**config.mk**
```make
export PLATFORM = sky130hd
export DESIGN_NAME = demux_1xn_stream
export DESIGN_NICKNAME = d
export VERILOG_FILES = /design/src/rtl/demux_1xn_stream.sv
export SDC_FILE = /design/constraint.sdc
export NUM_CORES = 1
export LEC_CHECK = 0
export BUFFER_PORTS_ARGS = -buffer_cell sky130_fd_sc_hd__clkbuf_2
export CAP_MARGIN = 25
export CORE_AREA = 4 4 72 74
export CTS_BUF_LIST = sky130_fd_sc_hd__clkbuf_4
export DETAILED_ROUTE_END_ITERATION = 10
export DIE_AREA = 0 0 76 78
export PLACE_DENSITY_LB_ADDON = 0.08
export SLEW_MARGIN = 10
export SYNTH_ARGS = -nofsm -noshare
export SYNTH_HDL_FRONTEND = slang
export SYNTH_SLANG_ARGS = --single-unit
```
**constraint.sdc**
```tcl
create_clock -name clk -period 1.8 [get_ports clk]
set_input_delay 0.18 -clock clk [delete_from_list [all_inputs] [get_ports clk]]
set_output_delay 0.18 -clock clk [all_outputs]
set_load 0.005 [all_outputs]
```
**src/rtl/demux_1xn_stream.sv**
```systemverilog
// demux_1xn_stream: one-to-N stream demux with unicast, broadcast, and out-of-range drop accounting
module demux_1xn_stream #(
  parameter int DATA_W = 8,
  parameter int N_OUT = 4,
  localparam int SEL_W = N_OUT > 2 ? $clog2(N_OUT) : 1
) (
  input  logic                    clk,
  input  logic                    rst,
  input  logic [DATA_W-1:0]       din,
  input  logic                    din_valid,
  output logic                    din_ready,
  input  logic [SEL_W-1:0]        sel,
  input  logic                    bcast,
  output logic [N_OUT*DATA_W-1:0] dout,
  output logic [N_OUT-1:0]        dout_valid,
  input  logic [N_OUT-1:0]        dout_ready,
  output logic                    drop_pulse,
  output logic [7:0]              drop_cnt
);
  logic [N_OUT-1:0][DATA_W-1:0] data;
  logic [N_OUT-1:0] can, hit, wr;
  logic acc, drop;
  for (genvar i = 0; i < N_OUT; i++) begin : g_hit
    assign hit[i] = sel == SEL_W'(i);
  end
  assign can = ~dout_valid | dout_ready;
  // no hit means sel is out of range: always accepted, then discarded
  assign din_ready = !rst && (bcast ? &can : (|(hit & can) || !(|hit)));
  assign acc = din_valid && din_ready;
  assign wr = acc ? (bcast ? {N_OUT{1'b1}} : hit) : '0;
  assign drop = acc && !bcast && !(|hit);
  assign dout = data;
  always_ff @(posedge clk) begin
    if (rst) begin
      data <= '0;
      dout_valid <= '0;
      drop_pulse <= 1'b0;
      drop_cnt <= '0;
    end else begin
      for (int k = 0; k < N_OUT; k++) begin
        if (wr[k]) data[k] <= din;
        dout_valid[k] <= wr[k] | (dout_valid[k] & ~dout_ready[k]);
      end
      drop_pulse <= drop;
      if (drop && drop_cnt != 8'hff) drop_cnt <= drop_cnt + 8'd1;
    end
  end
endmodule

```
# --- Word level (Yosys, flattened, before mapping) ---
# Cells that the tools add are included.
totals:
  reg_bits: 45
  out_inout_bits: 46
  word_cells: 43
classes:
  addsub: 1
  n_eq_ne: 4
  n_mux: 3
  n_bitwise: 15
  n_reduce_logical: 13
ops:
  columns: ["cell", "n"]
  rows:
  - ["8-bit by 1-bit adder with 8-bit output, second input constant", 1]
  - ["4-bit 2-to-1 mux", 2]
  - ["8-bit inequality test, second input constant", 1]
  - ["4-bit OR reduction", 2]
  - ["1-bit logical AND", 5]
  - ["1-bit bitwise AND", 4]
  - ["4-bit bitwise AND", 1]
  - ["2-bit equality test, second input constant", 2]
  - ["1-bit NOT", 4]
  - ["4-bit NOT", 1]
  - ["1-bit OR", 4]
  - ["4-bit OR", 1]
  - ["4-bit AND reduction", 1]
  - ["1-bit logical NOT", 3]
  - ["2-bit by 1-bit equality test with 1-bit output, second input constant", 1]
  - ["2-bit logical NOT", 1]
  - ["1-bit logical OR", 1]
  - ["1-bit 2-to-1 mux", 1]

# --- Longest topological paths before layout ---
logic_depth:
  depth_word: 11
  ltp_mapped: 5

# --- Worst setup path before layout ---
# No wires, ideal clock.
synth_path:
  path_kind: "reg-to-reg"
  startpoint: "register dout_valid[3]"
  endpoint: "register dout_valid[0]"
  setup_time_ps: 115
  t_arrival_ps: 1484
  path_slack_ps: 201
  stages_incl_launch_ff: 6
  period_less_slack_ps: 1599
  cell_sequence: "dfxtp_1 -> nand2b_4 -> mux4_2 -> o2111a_1 -> buf_6 -> o21ba_1"
synth_via:
  elab_chain_len: 10
  word_cells_on_any_way: 11
  classes_between: "mux (2); bitwise (4); reduce/logical (5)"
synth_rtl:
  columns: ["element", "line", "source"]
  rows:
  - ["from (decl)", "15", "output logic [N_OUT-1:0] dout_valid,"]
  - ["from (signal, indexed assignment)", "42", "dout_valid[k] <= wr[k] | (dout_valid[k] & ~dout_ready[k]);"]
  - ["4-bit NOT *", "26", "assign can = ~dout_valid | dout_ready;"]
  - ["4-bit OR *", "26", null]
  - ["4-bit bitwise AND", "28", "assign din_ready = !rst && (bcast ? &can : (|(hit & can) || !(|hit)));"]
  - ["4-bit OR reduction", "28", null]
  - ["1-bit logical OR", "28", null]
  - ["1-bit 2-to-1 mux *", "28", null]
  - ["1-bit logical AND *", "28", null]
  - ["1-bit logical AND *", "29", "assign acc = din_valid && din_ready;"]
  - ["4-bit 2-to-1 mux *", "30", "assign wr = acc ? (bcast ? {N_OUT{1'b1}} : hit) : '0;"]
  - ["1-bit OR *", "42", null]
# Mark *: on every way between the ends. The rest lies on a longest branch, timed or not.
# A chain may end at the register's enable or synchronous reset.

# --- Final worst setup path ---
layout_path:
  startpoint: "register dout_valid[3]"
  endpoint: "register data, in the netlist dout[5]"
layout_via:
  elab_chain_len: 9
  word_cells_on_any_way: 10
  classes_between: "mux (2); bitwise (3); reduce/logical (5)"
layout_rtl:
  columns: ["element", "line", "source"]
  rows:
  - ["4-bit NOT *", "26", null]
  - ["4-bit OR *", "26", null]
  - ["4-bit bitwise AND", "28", null]
  - ["4-bit OR reduction", "28", null]
  - ["1-bit logical OR", "28", null]
  - ["1-bit 2-to-1 mux *", "28", null]
  - ["1-bit logical AND *", "28", null]
  - ["1-bit logical AND *", "29", null]
  - ["4-bit 2-to-1 mux *", "30", null]
  - ["to (signal, indexed assignment)", "41", "if (wr[k]) data[k] <= din;"]
  - ["to (decl)", "20", "logic [N_OUT-1:0][DATA_W-1:0] data;"]
# Marked as above.

==> impl_metrics.env <==
export IMPL_multi_input_area_um2=821
export IMPL_place_gp_congestion=0.742
export IMPL_max_stage_delay_ns=0.50
export IMPL_cts_buffer_depth=2
export IMPL_coreArea_mm2=0.00460
export IMPL_status="complete, no violations"
export IMPL_synth_cells=159
export IMPL_grt_pass1_vias=1455
export IMPL_finClkSkew_ns=0.00805
export IMPL_met2_usage_pct=24.2
export IMPL_vias=1359
export IMPL_worstSetupPathType="reg -> reg"
export IMPL_syn_area_per_cell_um2=11.0
export IMPL_tritoncts="done"
export IMPL_synth_top_area_cell="dfxtp_1"
export IMPL_hold_viol=0
export IMPL_drv_slew=0
export IMPL_nFillCells=443
export IMPL_register_area_um2=906
export IMPL_wl_per_cell_um=14.0
export IMPL_fin_area_mm2=0.00227
export IMPL_post_route_min_period_ns=1.79
export IMPL_grt_use_met3_pct=5.57
export IMPL_synth_seq_area_share_pct=51.4
export IMPL_gr_usage_met1_pct=15.9
export IMPL_die_x_um=76
export IMPL_place_area_mm2=0.00215
export IMPL_ios=64
export IMPL_power_density_mw_per_mm2=803
export IMPL_clk_pin_slew_worst_paths_ns=0.12
export IMPL_syn_area_mm2=0.00175
export IMPL_ys_ff_latch=45
export IMPL_max_freq_mhz=559
export IMPL_rsz0062_at_grt="yes"
export IMPL_yosys_top_cells_area="dfxtp_1, mux2i_1, nand2b_1"
export IMPL_first_pass_iters=4
export IMPL_viasPerCell=4.77
export IMPL_power_frac_clock_pct=23.9
export IMPL_p_leak_nw=1.13
export IMPL_drc=0
export IMPL_totalWireLength_um=3980
export IMPL_hpwlAfterDp_um=2880
export IMPL_yosysTopAreaCellShare_pct=51.4
export IMPL_critical_path_slowest_cell="mux4_2"
export IMPL_p_int_mw=1.35
export IMPL_cts_buffers=5
export IMPL_start_util_pct=38.1
export IMPL_worstPathCellList="nand2b_4, mux4_2, buf_4, o2111a_2, buf_6, mux2i_2"
export IMPL_setup_viol_count_final=0
export IMPL_h_tree_depth=2
export IMPL_drive_above_1_share_pct=40.3
export IMPL_worstPathRequired_ns=2.04
export IMPL_numPortBuffers=63
export IMPL_clockRootBuffer="clkbuf_4"
export IMPL_timing_rr_start="dout_valid[3]"
export IMPL_antennaDiodeCount=0
export IMPL_rows=25
export IMPL_dieArea_mm2=0.00593
export IMPL_crit_path_start="dout_valid[3]"
export IMPL_syn_to_final_growth_pct=29.4
export IMPL_cts_sinks=45
export IMPL_whs_ns=0.107
export IMPL_rrSetupSlack_ns=0.01
export IMPL_die_y_um=78
export IMPL_relSlewSlack_pct=53.7
export IMPL_grt_pass1_wl_um=6920
export IMPL_hold_class="in -> reg"
export IMPL_p_switching_mw=0.472
export IMPL_min_period_over_period_pct=99.4
export IMPL_grt_overflow=0
export IMPL_p_sw_share_pct=25.9
export IMPL_ys_types=21
export IMPL_yosysWarnings=0
export IMPL_combPwrFrac_pct=16.6
export IMPL_syn_nets=177
export IMPL_cp_end_kind="flop"
export IMPL_final_nets=250
export IMPL_antenna_found_initial=0
export IMPL_grt_max_degree=48
export IMPL_drv_cap=0
export IMPL_worst_slew_pin_slew_ns=0.695
export IMPL_pwr_share_seq_pct=59.5
export IMPL_insertion_delay_ns=0.35
export IMPL_grt_total_usage_pct=14.2
export IMPL_finalSetupTns_ns=0
export IMPL_ctsHoldBuffers=0
export IMPL_cp_arrival_ns=2.03
export IMPL_min_from="dout_ready[2]"
export IMPL_grt_busiest_layer="met2"
export IMPL_ant_nets=0
export IMPL_worstSetupStartpointType="flop"
export IMPL_drtIter0Drc=34
export IMPL_crit_fanout=5
export IMPL_irDropWorstVdd_mv=0.434
==> state kept, by name (all words and copies together), names as in the netlist <==
register and count:
drop_cnt 8, dout 32, dout_valid 4, drop_pulse 1
==> Yosys cell counts <==
master      n
dfxtp_1    45
nand2b_1   43
mux2i_1    32
nor2b_1     9
clkbuf_1    5
a21oi_1     3
buf_4       3
o2111ai_1   3
inv_1       2
nand2_1     2
o21ai_0     2
a21o_1      1
a41o_1      1
buf_6       1
conb_1      1
mux4_2      1
nand2b_4    1
nor2_1      1
o2111a_1    1
o21ai_1     1
o21ba_1     1
==> final cells by class <==
class                   instances  share of cell area, %
clock buffers                   5                   1.65
clock inverters                 1                  0.221
inverters                       2                  0.331
multi-input cells             103                   36.2
flip-flops and latches         45                   39.9
well taps                      54                   2.98
repair buffers                 75                   18.7
==> critical path, delay by kind of cell (launching register included) <==
kind	cells	cell delay (ns)
mux	2	0.64
compound gates	1	0.28
simple gates	1	0.06
buf+inv	2	0.31
flops	1	0.37
==> routing by layer <==
metal	vias up	routed length, µm
li1	674	-
met1	631	1640
met2	48	1970
met3	6	296
met4	0	75
met5	-	0
==> power groups by stage <==
stage / clock, mW / sequential [mW] / combinational [mW]
final: 0.435 / 1.08 / 0.303
after global routing: 0.502 / 1.09 / 0.334
after CTS: 0.455 / 1.09 / 0.291
after detailed placement: 0 / 1.11 / 0.284
after global placement: 0 / 1.10 / 0.277
after floorplan: 0 / 1.11 / 0.152
==> what timing repair did <==
action / CTS / global route
setup endpoints to repair: 1 / 22
gates cloned: 0 / 0
buffers inserted: 3 / 0
pin swaps: 1 / 1
resized for setup: 5 / 11
==> logic make-up after synthesis <==
| logic type | count (synthesis) | synth area share [%] |
|---|---|---|
| flip-flops | 45 | 51.4 |
| other | 1 | 0.214 |
| AND/OR/NAND/NOR | 56 | 20.0 |
| AO/OA/AOI/OAI | 13 | 5.42 |
| multiplexers | 33 | 19.6 |
| buffers and inverters | 11 | 3.43 |
==> layout by cell type (no fill, tap or decap), types with 2 or more instances in the layout <==
cell type,count
clkbuf_2,62
nand2b_1,42
dfxtp_1,41
mux2i_1,31
nor2b_1,9
buf_4,7
clkbuf_4,5
buf_6,5
dfxtp_2,4
a21oi_1,3
nand2b_4,2
inv_1,2
o21ai_0,2
o2111ai_2,2
nand2_1,2
==> worst paths after layout <==
path                   endpoint  depth (start not counted)
setup / recovery        dout[5]                          6
hold / removal    dout_valid[2]                          3
setup reg to reg        dout[5]                          6
hold reg to reg     drop_cnt[6]                          1
==> per-stage QoR <==
step | worst slack, ns | utilization, % | instances | power [mW]
after floorplan | 0.201 | - | 159 | 1.26
final | 0.0109 | 49.3 | 285 | 1.82
after global routing | -0.0965 | 49.3 | 285 | 1.93
after global placement | 0.123 | 46.8 | 276 | 1.38
after CTS | -0.00515 | 48.5 | 285 | 1.83
after detailed placement | 0.0860 | 46.8 | 276 | 1.39
Power figures use the tool's default switching activity.
